<file path="src/rtl/mmio_timer.sv">
// mmio_timer: memory-mapped 32-bit timer with compare/match, one-shot or auto-reload mode and a level irq.
// Optional prescaler enabled by defining MMIO_TIMER_PRESCALER_EN. Revision 1.0.
`default_nettype none

package mmio_timer_pkg;
  typedef enum logic [1:0] {
    MEM_DT_BYTE = 2'd0,
    MEM_DT_HALF = 2'd1,
    MEM_DT_WORD = 2'd2
  } mem_dt_e;

  typedef enum logic [1:0] {
    ENONE  = 2'd0,
    EALIGN = 2'd1,
    EINVAL = 2'd2
  } errno_e;
endpackage

module mmio_timer
  import mmio_timer_pkg::*;
#(
  parameter logic [31:0] BASE_ADDR = 32'h0000_1000
) (
  input  logic        clk,
  input  logic        rst,
  input  logic [31:0] d_addr,
  input  logic [31:0] d_wd,
  input  logic        d_we,
  input  mem_dt_e     d_dt,
  output logic [31:0] d_rd,
  output errno_e      err,
  output logic        sel,
  output logic        irq
);

`ifdef MMIO_TIMER_PRESCALER_EN
  localparam int ADDR_LSB = 5;
`else
  localparam int ADDR_LSB = 4;
`endif
  localparam int IDX_W = ADDR_LSB - 2;

  localparam logic [IDX_W-1:0] REG_CTRL   = IDX_W'(0);
  localparam logic [IDX_W-1:0] REG_CMP    = IDX_W'(1);
  localparam logic [IDX_W-1:0] REG_CNT    = IDX_W'(2);
  localparam logic [IDX_W-1:0] REG_STATUS = IDX_W'(3);
`ifdef MMIO_TIMER_PRESCALER_EN
  localparam logic [IDX_W-1:0] REG_PRESC  = IDX_W'(4);
`endif

  logic        en_q, en_d;
  logic        auto_q, auto_d;
  logic        irq_en_q, irq_en_d;
  logic [31:0] cmp_q, cmp_d;
  logic [31:0] cnt_q, cnt_d;
  logic        match_q, match_d;

  logic [IDX_W-1:0] idx;
  logic             legal;
  logic             misaligned;
  logic             wr_en;
  logic             tick;
  logic             match_hit;
  logic [31:0]      reg_rd;

  assign sel        = (d_addr[31:ADDR_LSB] == BASE_ADDR[31:ADDR_LSB]);
  assign idx        = d_addr[ADDR_LSB-1:2];
  assign misaligned = (d_addr[1:0] != 2'b00);
  assign legal      = (d_dt == MEM_DT_WORD) && !misaligned;
  assign wr_en      = d_we && sel && legal;

`ifdef MMIO_TIMER_PRESCALER_EN
  logic [15:0] presc_q, presc_d;
  logic [15:0] pc_q, pc_d;

  assign tick = en_q && (pc_q == presc_q);

  always_comb begin
    pc_d = pc_q + 16'd1;
    if (!en_q || tick) begin
      pc_d = '0;
    end
  end
`else
  assign tick = en_q;
`endif

  assign match_hit = tick && (cnt_q == cmp_q);

  always_comb begin
    en_d     = en_q;
    auto_d   = auto_q;
    irq_en_d = irq_en_q;
    cmp_d    = cmp_q;
    cnt_d    = cnt_q;
    match_d  = match_q;
`ifdef MMIO_TIMER_PRESCALER_EN
    presc_d  = presc_q;
`endif

    if (tick) begin
      if (match_hit) begin
        match_d = 1'b1;
        if (auto_q) begin
          cnt_d = '0;
        end else begin
          en_d = 1'b0;
        end
      end else begin
        cnt_d = cnt_q + 32'd1;
      end
    end

    // CPU stores override the tick; a W1C loses to a same-cycle match.
    if (wr_en) begin
      case (idx)
        REG_CTRL: begin
          en_d     = d_wd[0];
          auto_d   = d_wd[1];
          irq_en_d = d_wd[2];
        end
        REG_CMP:    cmp_d = d_wd;
        REG_CNT:    cnt_d = d_wd;
        REG_STATUS: begin
          if (d_wd[0] && !match_hit) begin
            match_d = 1'b0;
          end
        end
`ifdef MMIO_TIMER_PRESCALER_EN
        REG_PRESC:  presc_d = d_wd[15:0];
`endif
        default: ;
      endcase
    end
  end

  always_comb begin
    reg_rd = '0;
    case (idx)
      REG_CTRL:   reg_rd = {29'd0, irq_en_q, auto_q, en_q};
      REG_CMP:    reg_rd = cmp_q;
      REG_CNT:    reg_rd = cnt_q;
      REG_STATUS: reg_rd = {31'd0, match_q};
`ifdef MMIO_TIMER_PRESCALER_EN
      REG_PRESC:  reg_rd = {16'd0, presc_q};
`endif
      default:    reg_rd = '0;
    endcase
  end

  always_comb begin
    d_rd = '0;
    err  = ENONE;
    if (sel) begin
      if (legal) begin
        d_rd = reg_rd;
      end else if (misaligned) begin
        err = EALIGN;
      end else begin
        err = EINVAL;
      end
    end
  end

  assign irq = match_q && irq_en_q;

  always_ff @(posedge clk) begin
    if (rst) begin
      en_q     <= 1'b0;
      auto_q   <= 1'b0;
      irq_en_q <= 1'b0;
      cmp_q    <= '0;
      cnt_q    <= '0;
      match_q  <= 1'b0;
`ifdef MMIO_TIMER_PRESCALER_EN
      presc_q  <= '0;
      pc_q     <= '0;
`endif
    end else begin
      en_q     <= en_d;
      auto_q   <= auto_d;
      irq_en_q <= irq_en_d;
      cmp_q    <= cmp_d;
      cnt_q    <= cnt_d;
      match_q  <= match_d;
`ifdef MMIO_TIMER_PRESCALER_EN
      presc_q  <= presc_d;
      pc_q     <= pc_d;
`endif
    end
  end

endmodule

`default_nettype wire

</file>
<file path="config.mk">
export PLATFORM = sky130hd
export DESIGN_NAME = mmio_timer
export DESIGN_NICKNAME = d
export VERILOG_FILES = /design/src/rtl/mmio_timer.sv
export SDC_FILE = /design/constraint.sdc
export NUM_CORES = 1
export LEC_CHECK = 0
export CAP_MARGIN = 20
export CORE_MARGIN = 4
export CORE_UTILIZATION = 30
export DETAILED_ROUTE_END_ITERATION = 7
export PLACE_DENSITY = 0.61
export SKIP_LAST_GASP = 1
export SLEW_MARGIN = 20
export SYNTH_ARGS = -nofsm -noshare
export SYNTH_HDL_FRONTEND = slang
export SYNTH_SLANG_ARGS = --single-unit
</file>
<file path="constraint.sdc">
create_clock -name clk -period 2.9 [get_ports clk]
set_input_delay 0.58 -clock clk [delete_from_list [all_inputs] [get_ports clk]]
set_output_delay 0.58 -clock clk [all_outputs]
set_load 0.05 [all_outputs]
</file>
After elaboration in Yosys (flattened, before gate mapping) --
Index checks and enable logic that the tools add are counted. W data, S select, Z words.
Word-level totals: flip-flop bits (word level) 68, latch bits 0, bits in writable memories 0, memory bits (read-only) 0, logic and storage cells 46, memories kept 0
Operators by class: add/subtract/negate cells 1, multipliers 0, div/mod/pow operators 0, order comparisons 0, eq/ne operators 6, shift operators 0, multiplexer cells 21, bitwise operators 0, reduce and logical (&&, ||, !) cells 12
Operators with widths (number):
- $mux W32 | 7
- $pmux W32 S4 | 1
- $add A32 B1 Y32 const B | 1
- $eq A32 B32 Y1 | 1
- $eq A28 B9 Y1 const B | 1
- $mux W1 | 10
- $eq A2 B2 Y1 const B | 3
- $logic_and A1 B1 Y1 | 6
- $mux W2 | 3
- $reduce_and A2 Y1 | 2
- $eq A2 B1 Y1 const B | 1
- $logic_not A1 Y1 | 2
- $logic_not A2 Y1 | 1
- $reduce_bool A2 Y1 | 1

Depth between registers and ports, before layout --
word-level depth 7, gate-level depth with buffers 8, depth with buffers taken out 7

Worst setup path after synthesis --
Ideal clock, no wire load.
path type input-to-output, start input port d_addr[13], end output port d_rd[10], arrival 2.932 ns, data required time 2.320 ns, path slack -0.612 ns, cell stages on the path 6, buffers on the path 1, cells stage by stage nor4b_1 > nand4_1 > nor2_1 > nand2_1 > clkbuf_1 > nor2_1
Between the ends: word-level cells in the longest chain between the ends 2
Ends and longest elaborated chain:
- from (decl) | RTL line 26 | input logic [31:0] d_addr,
- $eq A28 B9 Y1 | RTL line 66 | assign sel = (d_addr[31:ADDR_LSB] == BASE_ADDR[31:ADDR_LSB]);
- named net sel | RTL line 32 | output logic sel,
- $mux W32 | RTL line 154 | if (sel) begin
- to (decl) | RTL line 30 | output logic [31:0] d_rd,
The timed path passes the listed nets, and every way through them passes these cells.

Final worst setup path --
start input port d_addr[7], end output port d_rd[8]
Between the ends: word-level cells in the longest chain between the ends 2
Ends and longest elaborated chain (RTL line):
- $eq A28 B9 Y1 | 66
- $mux W32 | 154
Every way passes these cells.

==> flow_summary.json <==
{
  "initial_utilization_pct": 30.6,
  "ys_warn_count": 0,
  "io_buffers": 104,
  "report.final.slew_viol_count": 0,
  "grt_start_max_net_pins": 34,
  "leakagePower_nw": 2.33,
  "num_rows": 44,
  "clk_pin_slew_ns": 0.05,
  "drtPass1Iterations": 5,
  "fp.dieW_um": 130,
  "wl_um": 15800,
  "grt_pass1_wl_um": 24200,
  "finClkSkew_ns": 0.00614,
  "multiInputGateArea_mm2": 0.00311,
  "antenna_found_initial": 0,
  "powerDensity_mw_per_mm2": 325,
  "cts-root-buf": "clkbuf_16",
  "setup_slack_ns": 0.0706,
  "wl_per_cell_um": 18.4,
  "period_needed_ns": 2.83,
  "synth-seq-cells": 68,
  "ff2ff_setup_slack_ns": 0.39,
  "place_congestion": 0.836,
  "critPathSlowestCell": "clkdlybuf4s50_1",
  "crit_path_start_kind": "input port",
  "dp_slack_ns": -0.206,
  "avgSynthCellArea_um2": 7.53,
  "cts_tree": "yes",
  "syn-num-nets": 660,
  "synth_cell_types": 44,
  "cts_buffers": 9,
  "min_period_over_period_pct": 97.6,
  "drtIter0Drc": 450,
  "grt.total_usage_pct": 18.2,
  "via_per_inst": 5.49,
  "antenna_left": 0,
  "overflow": 0,
  "path_cells": "clkdlybuf4s50_1 -> nor4_4 -> nand4_1 -> nor2_4 -> nand2_4 -> buf_16 -> nor2_4 -> buf_12",
  "peakVddDrop_uv": 267,
  "setup_tns_ns": 0,
  "ctsHoldBuffers": 0,
  "cp_max_fo": 7,
  "register_area_mm2": 0.00136,
  "finalHoldViolCount": 0,
  "placedInstanceArea_mm2": 0.00605,
  "finalNetCount": 740,
  "fin_area_mm2": 0.00676,
  "num-fill-cells": 1410,
  "timing.fmax_mhz": 353,
  "coreArea_mm2": 0.0145,
  "post_cts_buffers": 0,
  "seq_area_frac_synth_pct": 30.7,
  "ys.flop_type": "dfxtp_1",
  "dr_total_vias": 4708,
  "syn_to_final_growth_pct": 52.1,
  "cap_violations": 0,
  "crit_type": "input port to primary output",
  "critical_path.most_common_cell": "nor2_4",
  "syn-cell-area_mm2": 0.00444,
  "synthArstFlopShare_pct": 0,
  "drc": 0,
  "htree_levels": 3,
  "holdCritPathClass": "flop to flop",
  "final-setup-viol-count": 0,
  "critPathMaxStageDelay_ns": 0.45,
  "cts.path.max_buffers": 2,
  "netlist_instances": 590,
  "numClockSinks": 68,
  "die_y_um": 130,
  "grt_pass1_vias": 4602,
  "hpwlAfterDp_um": 10600,
  "slew_headroom_pct": 58.2,
  "required_ns": 2.32,
  "cp-end-kind": "primary output",
  "antenna_cells": 0,
  "num_io_pins": 105,
  "worstMarginPinSlew_ns": 0.627,
  "critPathArrivalTime_ns": 2.25,
  "dieArea_mm2": 0.0168,
  "drive_gt1_share_pct": 23.0,
  "status": "finished clean",
  "insertion_delay_ns": 0.33,
  "synth_edf_count": 0
}
final timing paths:
| path | cells past startpoint | from | to |
|---|---|---|---|
| max | 8 | d_addr[7] | d_rd[8] |
| min | 2 | cmp_q[11]$_SDFFE_PP0P_ | cmp_q[11]$_SDFFE_PP0P_ |
| max reg2reg | 7 | cnt_q[5]$_SDFF_PP0_ | cnt_q[0]$_SDFF_PP0_ |
| min reg2reg | 2 | cmp_q[11]$_SDFFE_PP0P_ | cmp_q[11]$_SDFFE_PP0P_ |
final cells by class:
type / count / area share, %
multi-input combinational: 453 / 46.0
timing repair buffer: 132 / 25.8
sequential: 68 / 20.2
clock buffer: 14 / 4.20
tap: 184 / 3.41
inverter: 6 / 0.333
clock inverter: 1 / 0.0741
routing by layer:
layer	up-vias	track usage (%)	wire length, um	share of wire, %
li1	2273	-	-	-
met4	0	6.60	397	2.5
met3	25	3.42	1140	7.2
met1	2219	22.9	6550	41
met5	-	0	0	0
met2	191	31.0	7730	49
registers in the layout (all words and copies together), names as in the netlist:
name      flops
en_q          1
auto_q        1
cmp_q        32
match_q       1
irq_en_q      1
cnt_q        32
worst max-delay path: cells and delay by family:
kind / cells / cell delay (ns)
simple gates: 5 / 0.85
buf+inv: 3 / 0.80
synth_stat cells (4+ instances only):
cell type  count  area share, %
nand4_1       19            2.7
mux2i_1        7            1.6
a211oi_1       4           0.68
a22oi_1       30            5.1
and3_1         8            1.1
nor4_1         7           0.99
xnor2_1       31            6.1
nand2_1       80            6.8
buf_4          6            1.0
clkbuf_1      36            3.0
nor3_1        34            3.8
mux2_2        19            4.8
inv_1          6           0.51
a31oi_1        5           0.70
nand3_1       15            1.7
a221oi_2       6            2.0
dfxtp_1       68             31
buf_2         19            2.1
a21oi_1       37            4.2
nor2_1        92            7.8
a221oi_1      22            4.3
timing repair:
action / CTS / global route
resized for setup: 56 / 37
pin swaps: 13 / 19
endpoints found under the setup margin: 33 / 34
gates cloned: 2 / 1
where the power goes:
| group | internal [W] | switching, W | total (W) |
|---|---|---|---|
| sequential | 0.000939 | 0.00000759 | 0.000946 |
| clock | 0.000666 | 0.000393 | 0.00106 |
| combinational | 0.000106 | 0.0000851 | 0.000191 |
| total | 0.00171 | 0.000486 | 0.00220 |
through the flow:
stage                     util [%]  cells  total power (W)  hold slack [ns]
after floorplan                  -    590          0.00102            0.459
after global placement        41.6    840          0.00115            0.470
after detailed placement      41.6    840          0.00115            0.474
after CTS                     45.2    857          0.00220            0.481
after global routing          46.5    858          0.00226            0.501
final                         46.5    858          0.00220            0.483
kinds of logic (layout without fill, tap and decap cells):
| kind of cell | count (synthesis) | after routing | synth area share (%) |
|---|---|---|---|
| DFF | 68 | 68 | 30.7 |
| muxes | 27 | 27 | 6.90 |
| and+or+nand+nor | 275 | 275 | 29.4 |
| adders and majority gates | 1 | 1 | 0.282 |
| xor gates and xnor gates | 32 | 32 | 6.31 |
| AOI/OAI and AO/OA | 118 | 118 | 19.5 |
| buffers and inverters | 69 | 153 | 6.90 |
placed cells by master (no fill, tap or decap), types with 4 or more instances in the layout:
| master | Yosys | final |
|---|---|---|
| a211oi_1 | 4 | 4 |
| a21oi_1 | 37 | 37 |
| a221oi_1 | 22 | 22 |
| a221oi_2 | 6 | 6 |
| a22oi_1 | 30 | 30 |
| a31oi_1 | 5 | 5 |
| and3_1 | 8 | 8 |
| buf_12 | 0 | 40 |
| buf_4 | 6 | 20 |
| clkbuf_16 | 0 | 10 |
| clkbuf_8 | 0 | 4 |
| clkdlybuf4s50_1 | 0 | 49 |
| dfxtp_1 | 68 | 68 |
| dlygate4sd2_1 | 0 | 5 |
| dlymetal6s2s_1 | 0 | 14 |
| inv_1 | 6 | 6 |
| mux2_2 | 19 | 19 |
| mux2i_1 | 7 | 7 |
| nand2_1 | 80 | 79 |
| nand3_1 | 15 | 14 |
| nand4_1 | 19 | 19 |
| nor2_1 | 92 | 60 |
| nor2_4 | 0 | 32 |
| nor3_1 | 34 | 34 |
| nor4_2 | 2 | 5 |
| nor4_4 | 2 | 5 |
| xnor2_1 | 31 | 31 |
No activity file was read; power rests on OpenSTA's default activity.
